File: src/rtl/uart_tx_arbiter.sv
// -----------------------------------------------------------------------------
// uart_tx_arbiter
//   Shares one UART transmitter between N_REQ byte requesters using
//   round-robin arbitration. A granted byte is acknowledged immediately.
//   It is then presented on tx_din_o with a one-cycle tx_start_o strobe.
//   The block holds the byte until the transmitter reports tx_done_tick_i.
//
//   Optional feature (macro UART_TX_ARB_TAG_EN): when the granted requester
//   differs from the last one tagged, a tag byte 8'hA0 | id is sent first.
//
// Ports
//   clk             clock, rising edge
//   rst_n           synchronous active-low reset
//   req_valid_i     per-requester byte-pending flags
//   req_data_i      requester i byte on [8*i+7:8*i]
//   req_ack_o       one-cycle pulse, byte of requester i consumed
//   tx_din_o        byte presented to the transmitter
//   tx_start_o      one-cycle transmit strobe
//   tx_done_tick_i  end-of-frame pulse from the transmitter
//   busy_o          high whenever not idle
//   grant_id_o      index of the requester being served
// -----------------------------------------------------------------------------
module uart_tx_arbiter #(
    parameter int unsigned N_REQ = 4
) (
    input  logic               clk,
    input  logic               rst_n,
    input  logic [N_REQ-1:0]   req_valid_i,
    input  logic [8*N_REQ-1:0] req_data_i,
    output logic [N_REQ-1:0]   req_ack_o,
    output logic [7:0]         tx_din_o,
    output logic               tx_start_o,
    input  logic               tx_done_tick_i,
    output logic               busy_o,
    output logic [2:0]         grant_id_o
);

    localparam logic [2:0] S_IDLE      = 3'd0;
    localparam logic [2:0] S_START     = 3'd1;
    localparam logic [2:0] S_WAIT      = 3'd2;
`ifdef UART_TX_ARB_TAG_EN
    localparam logic [2:0] S_TAG_START = 3'd3;
    localparam logic [2:0] S_TAG_WAIT  = 3'd4;
`endif

    localparam logic [2:0]       ID_RST = 3'(N_REQ - 1);
    localparam logic [N_REQ-1:0] ONE    = {{(N_REQ-1){1'b0}}, 1'b1};

    logic [2:0] state_q, state_d;
    logic [7:0] tx_din_q, tx_din_d;
    logic [2:0] grant_q, grant_d;
    logic [2:0] last_grant_q, last_grant_d;
`ifdef UART_TX_ARB_TAG_EN
    logic [7:0] data_q, data_d;
    logic [2:0] last_tag_q, last_tag_d;
    logic       last_tag_vld_q, last_tag_vld_d;
`endif

    // Inputs are zero-extended to the 8-requester maximum.
    // This lets a 3-bit index address them without width mismatches.
    logic [7:0]  valid_ext;
    logic [63:0] data_ext;
    logic        pick_found;
    logic [2:0]  pick_idx;
    logic [7:0]  pick_byte;
    logic        grant_fire;

    assign valid_ext = 8'(req_valid_i);
    assign data_ext  = 64'(req_data_i);

    // Round-robin search from last_grant+1 with wrap-around.
    // The loop visits offsets from farthest to nearest.
    // The last hit therefore is the nearest requester.
    always_comb begin
        pick_found = 1'b0;
        pick_idx   = '0;
        for (int unsigned k = 0; k < N_REQ; k++) begin
            if (valid_ext[3'((32'(last_grant_q) + N_REQ - k) % N_REQ)]) begin
                pick_found = 1'b1;
                pick_idx   = 3'((32'(last_grant_q) + N_REQ - k) % N_REQ);
            end
        end
    end

    assign pick_byte  = data_ext[{pick_idx, 3'b000} +: 8];
    assign grant_fire = rst_n && (state_q == S_IDLE) && pick_found;

    // The ack is issued combinationally in the cycle the grant is decided.
    assign req_ack_o = grant_fire ? (ONE << pick_idx) : '0;

    always_comb begin
        state_d      = state_q;
        tx_din_d     = tx_din_q;
        grant_d      = grant_q;
        last_grant_d = last_grant_q;
`ifdef UART_TX_ARB_TAG_EN
        data_d         = data_q;
        last_tag_d     = last_tag_q;
        last_tag_vld_d = last_tag_vld_q;
`endif
        case (state_q)
            S_IDLE: begin
                if (pick_found) begin
                    grant_d  = pick_idx;
                    tx_din_d = pick_byte;
                    state_d  = S_START;
`ifdef UART_TX_ARB_TAG_EN
                    // Keep the data byte aside while the tag byte occupies tx_din.
                    data_d = pick_byte;
                    if (!last_tag_vld_q || (last_tag_q != pick_idx)) begin
                        tx_din_d = {5'b10100, pick_idx};
                        state_d  = S_TAG_START;
                    end
`endif
                end
            end
            S_START: state_d = S_WAIT;
            S_WAIT: begin
                if (tx_done_tick_i) begin
                    state_d      = S_IDLE;
                    last_grant_d = grant_q;
                end
            end
`ifdef UART_TX_ARB_TAG_EN
            S_TAG_START: state_d = S_TAG_WAIT;
            S_TAG_WAIT: begin
                if (tx_done_tick_i) begin
                    state_d        = S_START;
                    tx_din_d       = data_q;
                    last_tag_d     = grant_q;
                    last_tag_vld_d = 1'b1;
                end
            end
`endif
            default: state_d = S_IDLE;
        endcase
    end

    always_ff @(posedge clk) begin
        if (!rst_n) begin
            state_q      <= S_IDLE;
            tx_din_q     <= '0;
            grant_q      <= ID_RST;
            last_grant_q <= ID_RST;
`ifdef UART_TX_ARB_TAG_EN
            data_q         <= '0;
            last_tag_q     <= '0;
            last_tag_vld_q <= 1'b0;
`endif
        end else begin
            state_q      <= state_d;
            tx_din_q     <= tx_din_d;
            grant_q      <= grant_d;
            last_grant_q <= last_grant_d;
`ifdef UART_TX_ARB_TAG_EN
            data_q         <= data_d;
            last_tag_q     <= last_tag_d;
            last_tag_vld_q <= last_tag_vld_d;
`endif
        end
    end

`ifdef UART_TX_ARB_TAG_EN
    assign tx_start_o = (state_q == S_START) || (state_q == S_TAG_START);
`else
    assign tx_start_o = (state_q == S_START);
`endif
    assign busy_o     = (state_q != S_IDLE);
    assign tx_din_o   = tx_din_q;
    assign grant_id_o = grant_q;

endmodule
File: config.mk
export PLATFORM = sky130hd
export DESIGN_NAME = uart_tx_arbiter
export DESIGN_NICKNAME = d
export VERILOG_FILES = /design/src/rtl/uart_tx_arbiter.sv
export SDC_FILE = /design/constraint.sdc
export NUM_CORES = 1
export LEC_CHECK = 0
export ABC_AREA = 1
export CAP_MARGIN = 20
export CORE_AREA = 2 2 61 63
export DETAILED_ROUTE_END_ITERATION = 8
export DIE_AREA = 0 0 63 65
export MAX_ROUTING_LAYER = met4
export PLACE_DENSITY = 0.8
export RECOVER_POWER = 50
export SLEW_MARGIN = 5
export SYNTH_ARGS = -nofsm -noshare
export SYNTH_HDL_FRONTEND = slang
export SYNTH_SLANG_ARGS = --single-unit
File: constraint.sdc
create_clock -name clk -period 3.84 [get_ports clk]
set_input_delay 0.768 -clock clk [delete_from_list [all_inputs] [get_ports clk]]
set_output_delay 0.768 -clock clk [all_outputs]
set_load 0.1 [all_outputs]
==> results <==
- The flow ran to the end, and the final reports show no timing, DRC or antenna violations.
- The worst voltage drop across the vdd grid is 0.369 mV.
- The setup violation total in the final timing report is 0.
- The final worst-path cycle share is 91.9%.
- The synthesized design contains 0 enable-type register cells.
- The final count of pins violating max slew came to 0.
- The start point of the worst min-delay path is grant_id_o[1].
- STA classifies the critical path startpoint as an input pin.
- The detailed-routing iteration count for the pre-antenna-repair pass is 4.
- The number of vias per cell is 4.70.
- The slowest library cell on the worst path is sky130_fd_sc_hd__dlygate4sd3_1.
- The most instantiated flip-flop cell in the synthesis netlist is sky130_fd_sc_hd__dfxtp_1.
- In the global route stage, met2 resource usage came out at 27.8%.
- Synthesis inferred 14 register bits.
- The global placement routability congestion is 0.866.
- The total placed instance area is 0.00177 mm².
- Power comes to 751 µW.
- Summing all multi-input logic gate instances after layout gives 736 µm².
- The maximum clock skew at final layout is roughly 1.8 ps.
- The top cell types in the final layout, fill and taps aside, are 47 x sky130_fd_sc_hd__clkdlybuf4s50_1, 40 x sky130_fd_sc_hd__nor2_1, 34 x sky130_fd_sc_hd__nand2_1.
- The post-synthesis area per instance is 6.23 µm².
- The total via count after detailed routing is 1349.
- After global routing, the most crowded layer is met2.
- The count of nets left with antenna violations once routing finished came out at 0.
- The number of different library cells used by synthesis comes to 28.
- TritonCTS created 3 clock buffers.
- The TritonCTS clock tree is done.
- Summed over all layers, the global routing overflow is 0.
- The largest total area in the synthesized netlist belongs to sky130_fd_sc_hd__dfxtp_1.
- The largest net degree at the start of global routing is 28.
- The starting density of the core is 33.5%.
- The hold buffer count at cts is 0.
- The endpoint identified for the worst register-to-register timing path is tx_din_o[7].
- The signal on the critical path passes through dlygate4sd3_1, nand2_4, nand2_2, nand2_1, a21boi_1, nand2_1, nand2_2, inv_2, nor3_2, buf_12.
- The synthesized netlist net count is about 230.
- The number of gates given a new drive strength after cts is 0.
- The register-to-register path setup slack is around 1800 ps.
- Measured against its own limit, the worst slew margin works out to 34.2%.
- The measured slew at the worst slew-check pin is between 900 and 1000 ps.
- The maximum frequency from static timing analysis is 283 MHz.
- The kind of cell adding the most delay to the critical path is buffers and inverters.
- Dividing total power by cell area gives a power density of 419 mW/mm².
- The number of max-capacitance violations reported is 0.
- The clock root buffer is sky130_fd_sc_hd__clkbuf_4.
- The clock period minus final worst setup slack is about 3500 ps.
- Counting every sink on the clock net gives 14.
- Together, buffers and inverters on the worst path number 3.
- The library cell used most frequently in the layout, excluding fill and tap cells, is sky130_fd_sc_hd__clkdlybuf4s50_1.
- The final layout contains routed wiring with a total length of 3040 µm.
- The detailed router finished its first iteration with just over 80 violations.
- The cell depth of the worst flop-to-flop path is 12.
- The highest fanout seen on the critical path is 18.
- The area added between synthesis and finish is 52.9%.
- The number of global-route vias before repair is 1235.
- 56 I/O pins were placed.
- Setup repair after global routing left no endpoint under its margin.
- In this run the deepest clock path goes through 2 buffers.
- The cell count after synthesis came out at 188.
- The number of setup buffers added after CTS is 0.
- 0 antenna diodes ended up in the layout.
- The first global-routing pass estimated 5140 µm of wire.
- Input and output buffers added on the ports amount to 54.
- The area of the die is 0.00410 mm².
- The H-tree depth reported by CTS is 1.
- Counting instances, the worst hold path has a depth of 2.
- The netlist area before placement is ~0.0012 mm².
- For this run, the slowest stage of the critical path takes 590 ps.
- The met3 usage is 4.69%.
- In the final layout, the share of cells above drive strength 1 is 15.1%.
- The worst endpoint required time is 3070 ps.
- In this run the critical register-to-register path is launched from last_grant_q[0].
- In the routed design, unresolved DRC markers number 0.
- The net count of the finished layout is 280.
- In the final routed layout, each cell accounts on average for 10.6 µm.
- For this run, the number of Yosys warnings is 0.
- The overall global routing resource usage is ~16%.
- The leakage dissipation is ~0.86 nW.
- The count of standard-cell rows is 22.
- The final count of hold timing violations is 0.
- The summed area of non-filler cells in the final layout is 0.00179 mm².
- The final setup TNS is 0 ps.
- The global routing usage on met1 is 18.8%.
- The number of antenna violations at the first check in global routing is 0.
- By area the synthesized netlist is led by sky130_fd_sc_hd__dfxtp_1 24%, sky130_fd_sc_hd__nor2_1 13%, sky130_fd_sc_hd__nand2_1 11%, sky130_fd_sc_hd__nand3_1 8.1%, sky130_fd_sc_hd__inv_1 6.7%.
- The fraction of the core area covered by cells at the end of the flow is 51.2%.
- The clock-pin slew on the worst setup and hold paths is roughly 70 ps.
- STA classifies the critical path endpoint as a primary output.
- The core region is 0.00350 mm².
- The die height is 65 µm.
- The tightest min-delay check is of the reg -> reg type.
- Data arrives at the worst endpoint at 2760 ps.
- The worst hold path terminates at grant_id_o[1].
- Detailed placement ended at an HPWL of approximately 2500 µm.
- The count of fill cells added during filler insertion is 353.
- The area of all sequential standard cells is 280 µm².
- For the worst-skew pair, the clock arrives at the later sink with an insertion delay of between 200 and 300 ps.
- For this run, asynchronously set or reset flops after synthesis account for 0%.
- The critical path is of the in -> out type.
- The portion of the post-synthesis area used by sequential elements is around a quarter.
- The share of the synthesized area in the top cell type is 23.9%.
- The die boundary width is 63 µm.
[where the power goes]
| group | internal, mW | total [mW] | switching, mW |
|---|---|---|---|
| registers | 0.169 | 0.183 | 0.0146 |
| clock network | 0.0362 | 0.0773 | 0.0410 |
| logic | 0.143 | 0.490 | 0.347 |
| total | 0.348 | 0.751 | 0.403 |
[cell type report]
cell class | instances | area share (%)
clock buffer | 3 | 1.26
multi-input combinational | 141 | 41.1
sequential | 14 | 15.7
tap | 48 | 3.35
inverter | 26 | 6.01
timing repair buffer | 55 | 32.6
[flip-flops by register name, indices dropped and copies added (netlist names)]
name	count
last_grant_q	2
grant_id_o	2
state_q	2
tx_din_o	8
[cells by family (layout without fill, tap and decap cells)]
group / count (synthesis) / in the layout / share of synthesized area [%]
other: 1 / 1 / 0.320
AOI/OAI and AO/OA: 16 / 16 / 8.12
and+or+nand+nor: 124 / 124 / 53.5
DFF: 14 / 14 / 23.9
buffers and inverters: 33 / 84 / 14.1
[worst register-to-register path: stages, from the launching register on]
cell                       delay, ps
sky130_fd_sc_hd__dfxtp_1         610
sky130_fd_sc_hd__inv_8           120
sky130_fd_sc_hd__nand2_4          80
sky130_fd_sc_hd__nand2_2          70
sky130_fd_sc_hd__nand2_1         100
sky130_fd_sc_hd__a21boi_1        160
sky130_fd_sc_hd__nand2_1          70
sky130_fd_sc_hd__nand2_2         260
sky130_fd_sc_hd__inv_2           180
sky130_fd_sc_hd__nand2_1         100
sky130_fd_sc_hd__nor2_1           40
sky130_fd_sc_hd__nor2_1          130
sky130_fd_sc_hd__nor2_1           50
[how the worst max path moves through the flow]
| stage | start | endpoint | slack (ps) | depth (start not counted) |
|---|---|---|---|---|
| 6_report | req_valid_i[1] | req_ack_o[3] | 310 | 10 |
| 5_1_grt | req_valid_i[1] | req_ack_o[1] | 120 | 11 |
| 4_1_cts | req_valid_i[1] | req_ack_o[3] | 380 | 11 |
| 3_5_place_dp | req_valid_i[1] | req_ack_o[3] | 390 | 11 |
| 3_3_place_gp | req_valid_i[1] | req_ack_o[1] | 410 | 11 |
| 2_1_floorplan | req_valid_i[3] | req_ack_o[1] | 190 | 11 |
[through the flow]
stage / worst slack, ps / instances / hold slack, ps
after detailed placement: 388 / 284 / 504
final: 310 / 287 / 510
after global placement: 406 / 284 / 505
after global routing: 123 / 287 / 552
after floorplan: 187 / 188 / 527
after CTS: 376 / 287 / 515
[layer usage]
layer / vias up / routed length (µm)
li1: 697 / -
met5: - / 0
met1: 587 / 1340
met4: 0 / 40
met2: 61 / 1460
met3: 4 / 196
[Yosys cell counts (all sizes together) (2+ instances only)]
cell type and number:
o21ai 10, nand4 8, o211ai 2, dfxtp 14, nor3 2, nand3 20
nor2 41, inv 26, nand2 52, buf 6
(Power assumes the default switching activity.)
==> variant 1 (same flow settings) <==
`tx_din_q` no longer has a reset.
--- a/src/rtl/uart_tx_arbiter.sv
+++ b/src/rtl/uart_tx_arbiter.sv
@@ -139,7 +139,6 @@
     always_ff @(posedge clk) begin
         if (!rst_n) begin
             state_q      <= S_IDLE;
-            tx_din_q     <= '0;
             grant_q      <= ID_RST;
             last_grant_q <= ID_RST;
 `ifdef UART_TX_ARB_TAG_EN
@@ -149,7 +148,6 @@
 `endif
         end else begin
             state_q      <= state_d;
-            tx_din_q     <= tx_din_d;
             grant_q      <= grant_d;
             last_grant_q <= last_grant_d;
 `ifdef UART_TX_ARB_TAG_EN
@@ -158,6 +156,10 @@
             last_tag_vld_q <= last_tag_vld_d;
 `endif
         end
+    end
+
+    always_ff @(posedge clk) begin
+        tx_din_q <= tx_din_d;
     end
 
 `ifdef UART_TX_ARB_TAG_EN
Formal check against the unedited RTL: not equivalent (a bounded check fails within 4 cycles, from zero or initial values and one cycle with rst_n low).
==> variant 1 against the unedited design <==
Wire length down 4.2%. Sequential cell count unchanged. Total power up 17%. Worst setup slack better by 28 ps. Sequential share of layout area up 4.2 points. Final area up 1.2%. Area after synthesis up 3.4%. Sequential power up 19%. Largest power group unchanged.
==> variant 1: results (changes against the unedited design) <==
<table>
<tr><th>Metric</th><th>Value</th></tr>
<tr><th colspan="2">Global route</th></tr>
<tr><td>Maximum number of pins on one net before global-route repair</td><td>22 (-21%)</td></tr>
<tr><td>Overall track demand over capacity in global routing</td><td>14.9% (-1.2 points)</td></tr>
<tr><td>Vias in the first global route</td><td>1087 (-12%)</td></tr>
<tr><th colspan="2">Worst setup path</th></tr>
<tr><td>Reg2Reg Capture Point</td><td>tx_din_o[2]</td></tr>
<tr><td>Max stage delay on crit path</td><td>510 ps (-80 ps)</td></tr>
<tr><td>Number of cells on the worst reg-to-reg path</td><td>11 (-1)</td></tr>
<tr><td>Arrival time worst endpoint</td><td>2730 ps (-30 ps)</td></tr>
<tr><td>Worst Setup EP</td><td>req_ack_o[1]</td></tr>
<tr><td>Top cell family by delay on the critical path</td><td>simple AND/OR/NAND/NOR gates</td></tr>
<tr><td>Worst reg-to-reg setup slack</td><td>1800 ps (+40 ps)</td></tr>
<tr><td>Worst-path fanout max</td><td>21 (+3)</td></tr>
<tr><th colspan="2">Placement</th></tr>
<tr><td>Half-perimeter wire length after detailed placement</td><td>2370 um (-3.5%)</td></tr>
<tr><td>Weighted congestion reported at the end of routability-driven placement</td><td>0.827 (-4.6%)</td></tr>
<tr><th colspan="2">Layout</th></tr>
<tr><td>Share of post-route cells with drive strength above 1</td><td>15.5% (+0.39 points)</td></tr>
<tr><td>Number of nets in the finished design</td><td>273 (-2.5%)</td></tr>
<tr><th colspan="2">Route</th></tr>
<tr><td>Routed len/inst</td><td>10.4 um (-2.1%)</td></tr>
<tr><td>Vias after detailed routing</td><td>1269 (-5.9%)</td></tr>
<tr><td>Detailed router's first-iteration violation count</td><td>53 (-35%)</td></tr>
<tr><th colspan="2">Min path</th></tr>
<tr><td>Hold endpoint</td><td>grant_id_o[0]</td></tr>
<tr><td>Launch instance of the worst min-delay path</td><td>grant_id_o[0]</td></tr>
<tr><th colspan="2">Yosys</th></tr>
<tr><td>Cell variety after synth</td><td>25 (-11%)</td></tr>
<tr><td>Top post-synthesis cells by area</td><td>edfxtp_1, nand2_1, nand3_1</td></tr>
<tr><td>Register area share after synthesis</td><td>29.8% (+5.8 points)</td></tr>
<tr><td>Fraction of the mapped netlist area in compound gates</td><td>2.79% (-5.3 points)</td></tr>
<tr><td>Average cell area after synthesis</td><td>6.69 um^2 (+7.4%)</td></tr>
<tr><td>Nets in the synthesized netlist</td><td>220 (-3.1%)</td></tr>
<tr><td>Post-synth top cells</td><td>nand2_1, nand3_1, inv_1</td></tr>
<tr><th colspan="2">Status</th></tr>
<tr><td>Status</td><td>complete, no violations</td></tr>
</table>
## variant 1: power by group
group	switching [W]	internal, W
logic	0.000419	0.000157
clock network	0.0000431	0.0000402
registers	0.0000151	0.000203
total	0.000477	0.000400
## variant 1: through the flow
stage / worst slack (ps) / cell area, um^2 / hold WS, ps
after floorplan: 190 / 1210 / 505
after global placement: 389 / 1790 / 504
after detailed placement: 345 / 1790 / 509
after CTS: 340 / 1810 / 520
after global routing: 116 / 1810 / 556
final: 338 / 1810 / 515
## variant 1: final cells by class
cell class                      count  area, um^2  share of cell area (%)
Timing Repair Buffer               55         588                    32.5
Sequential cell                    14         360                    19.9
Multi-Input combinational cell    131         658                    36.3
Inverter                           29         119                    6.56
Clock buffer                        4        26.3                    1.45
Tap cell                           48        60.1                    3.31
## variant 1: routing by layer
layer  vias to the layer above  routed length (um)  global-route usage [%]
li1                        672                   -                       -
met1                       549                1280                    19.3
met2                        40                1410                    22.5
met3                         8                 129                    1.39
met4                         0                  97                    9.44
met5                         -                   0                       -
==> variant 2 (same settings) <==
Made on the original files. Build with the macro `UART_TX_ARB_TAG_EN` defined.
--- a/src/rtl/uart_tx_arbiter.sv
+++ b/src/rtl/uart_tx_arbiter.sv
@@ -20,6 +20,8 @@
 //   busy_o          high whenever not idle
 //   grant_id_o      index of the requester being served
 // -----------------------------------------------------------------------------
+`define UART_TX_ARB_TAG_EN
+
 module uart_tx_arbiter #(
     parameter int unsigned N_REQ = 4
 ) (
Formal check against the unedited RTL: not equivalent (Yosys sat finds a counterexample within 4 cycles, from zero or initial values and one cycle with rst_n low).
==> variant 2 against the unedited design <==
Clock skew up 0.65 ps. Final area up 32%. Area after synthesis up 49%. Count of clock-buffer cells in the layout unchanged. First-iteration DRC count up 22%. Sequential power up 96%. Total power up 64%. Wire length up 40%. Worst setup slack worse by 13 ps. Die area unchanged. Non-clock buffer count up 2. Sequential cell count up 12. Synthesized cell count up 43%. Largest power group unchanged.
==> variant 2: results (changes against the unedited design) <==
<table>
<tr><th>Metric</th><th>Value</th></tr>
<tr><th colspan="2">CTS</th></tr>
<tr><td>Clock slew at reported path FFs</td><td>130 ps (+60 ps)</td></tr>
<tr><td># H-tree levels</td><td>1 (unchanged)</td></tr>
<tr><td>Source-to-sink clock delay at the later pin of the worst-skew pair</td><td>310 ps (+40 ps)</td></tr>
<tr><th colspan="2">Placement</th></tr>
<tr><td>Weighted congestion reported at the end of routability-driven placement</td><td>0.814 (-6.0%)</td></tr>
<tr><td>Placed instance area</td><td>0.00234 mm^2 (+32%)</td></tr>
<tr><td>Number of placed cells counting well taps</td><td>365 (+29%)</td></tr>
<tr><td>Setup slack after placement</td><td>396 ps (+7.77 ps)</td></tr>
<tr><th colspan="2">Worst setup path</th></tr>
<tr><td>Arrival time worst endpoint</td><td>2770 ps (about the same)</td></tr>
<tr><th colspan="2">Global route</th></tr>
<tr><td>Global-route wire length before repair</td><td>7440 um (+45%)</td></tr>
<tr><td>Vias in the first global route</td><td>1720 (+39%)</td></tr>
<tr><th colspan="2">Route</th></tr>
<tr><td>Total detailed-routing wirelength</td><td>4250 um (+40%)</td></tr>
<tr><td>Vias after detailed routing</td><td>1876 (+39%)</td></tr>
<tr><td>Detailed router's first-iteration violation count</td><td>100 (+22%)</td></tr>
<tr><td>Routed len/inst</td><td>11.5 um (+9.0%)</td></tr>
<tr><th colspan="2">Status</th></tr>
<tr><td>Status</td><td>complete, no violations</td></tr>
<tr><th colspan="2">Yosys</th></tr>
<tr><td>Nets in the synthesized netlist</td><td>307 (+35%)</td></tr>
<tr><td>Register area share after synthesis</td><td>29.9% (+6.0 points)</td></tr>
<tr><td>Count of mapped cells out of synthesis</td><td>268 (+43%)</td></tr>
<tr><td>Post-synth top cells</td><td>nand2_1, inv_1, dfxtp_1</td></tr>
<tr><td>Top post-synthesis cells by area</td><td>dfxtp_1, nand2_1, nand3_1</td></tr>
<tr><th colspan="2">Pwr</th></tr>
<tr><td>Leakage dissipation</td><td>1.09 nW (+26%)</td></tr>
<tr><td>Worst IR drop on VDD</td><td>0.324 mV (-12%)</td></tr>
<tr><th colspan="2">Timing</th></tr>
<tr><td>Transition time at the pin with the least slew margin</td><td>972 ps (-12.2 ps)</td></tr>
<tr><td>Setup clock skew after layout</td><td>2.47 ps (+0.651 ps)</td></tr>
<tr><th colspan="2">Layout</th></tr>
<tr><td>Filler cell count</td><td>332 (-5.9%)</td></tr>
<tr><td>Share of post-route cells with drive strength above 1</td><td>13.1% (-1.9 points)</td></tr>
</table>
variant 2: cell count changes after synthesis, sizes merged, moves of 2 or more:
cell,change
nor2,-16
nor3,+4
o211ai,+5
a21oi,+19
o21ai,+11
nand3,+5
or2,+2
inv,+8
dfxtp,+12
nand2,+30
variant 2: worst paths after layout:
path	from	end	slack, ps	cells after the start
setup / recovery	req_valid_i[3]	req_ack_o[2]	300	10
hold / removal	last_tag_q[1]	last_tag_q[1]	480	2
hold reg to reg	last_tag_q[1]	last_tag_q[1]	480	2
setup reg to reg	last_grant_q[0]	tx_din_o[4]	1480	13
variant 2: kinds of logic after synthesis:
kind of cell | after synthesis | share of synthesized area [%]
simple gates | 149 | 42.8
compound gates | 49 | 15.4
buf+inv | 43 | 11.6
flops | 26 | 29.9
other cells | 1 | 0.215
variant 2: routing by layer:
metal	global-route usage [%]	routed length, um	up-vias
met5	-	0	-
met4	2.50	14	0
met3	4.17	271	2
met2	39.5	2100	61
met1	29.1	1860	836
li1	-	-	977
variant 2: report_power, final:
part / total [W] / switching [W] / internal [W] / leakage (nW)
sequential: 0.000358 / 0.0000354 / 0.000323 / 0.215
clock: 0.000113 / 0.0000760 / 0.0000367 / 0.0138
combinational: 0.000760 / 0.000540 / 0.000221 / 0.860
variant 2: cell type report:
type,count,area [um^2],area share [%]
inverters,35,136,5.79
well taps,48,60.1,2.55
repair buffers,57,599,25.5
clock buffers,3,22.5,0.956
multi-input cells,199,1020,43.1
flip-flops and latches,26,520,22.1
variant 2: critical path, stage by stage:
cell	delay, ps
clkdlybuf4s50_1	450
inv_1	50
o21ai_2	180
nand2_2	90
nand2_1	60
nand3_1	90
nand2_1	220
inv_1	240
nor3_1	400
buf_12	230
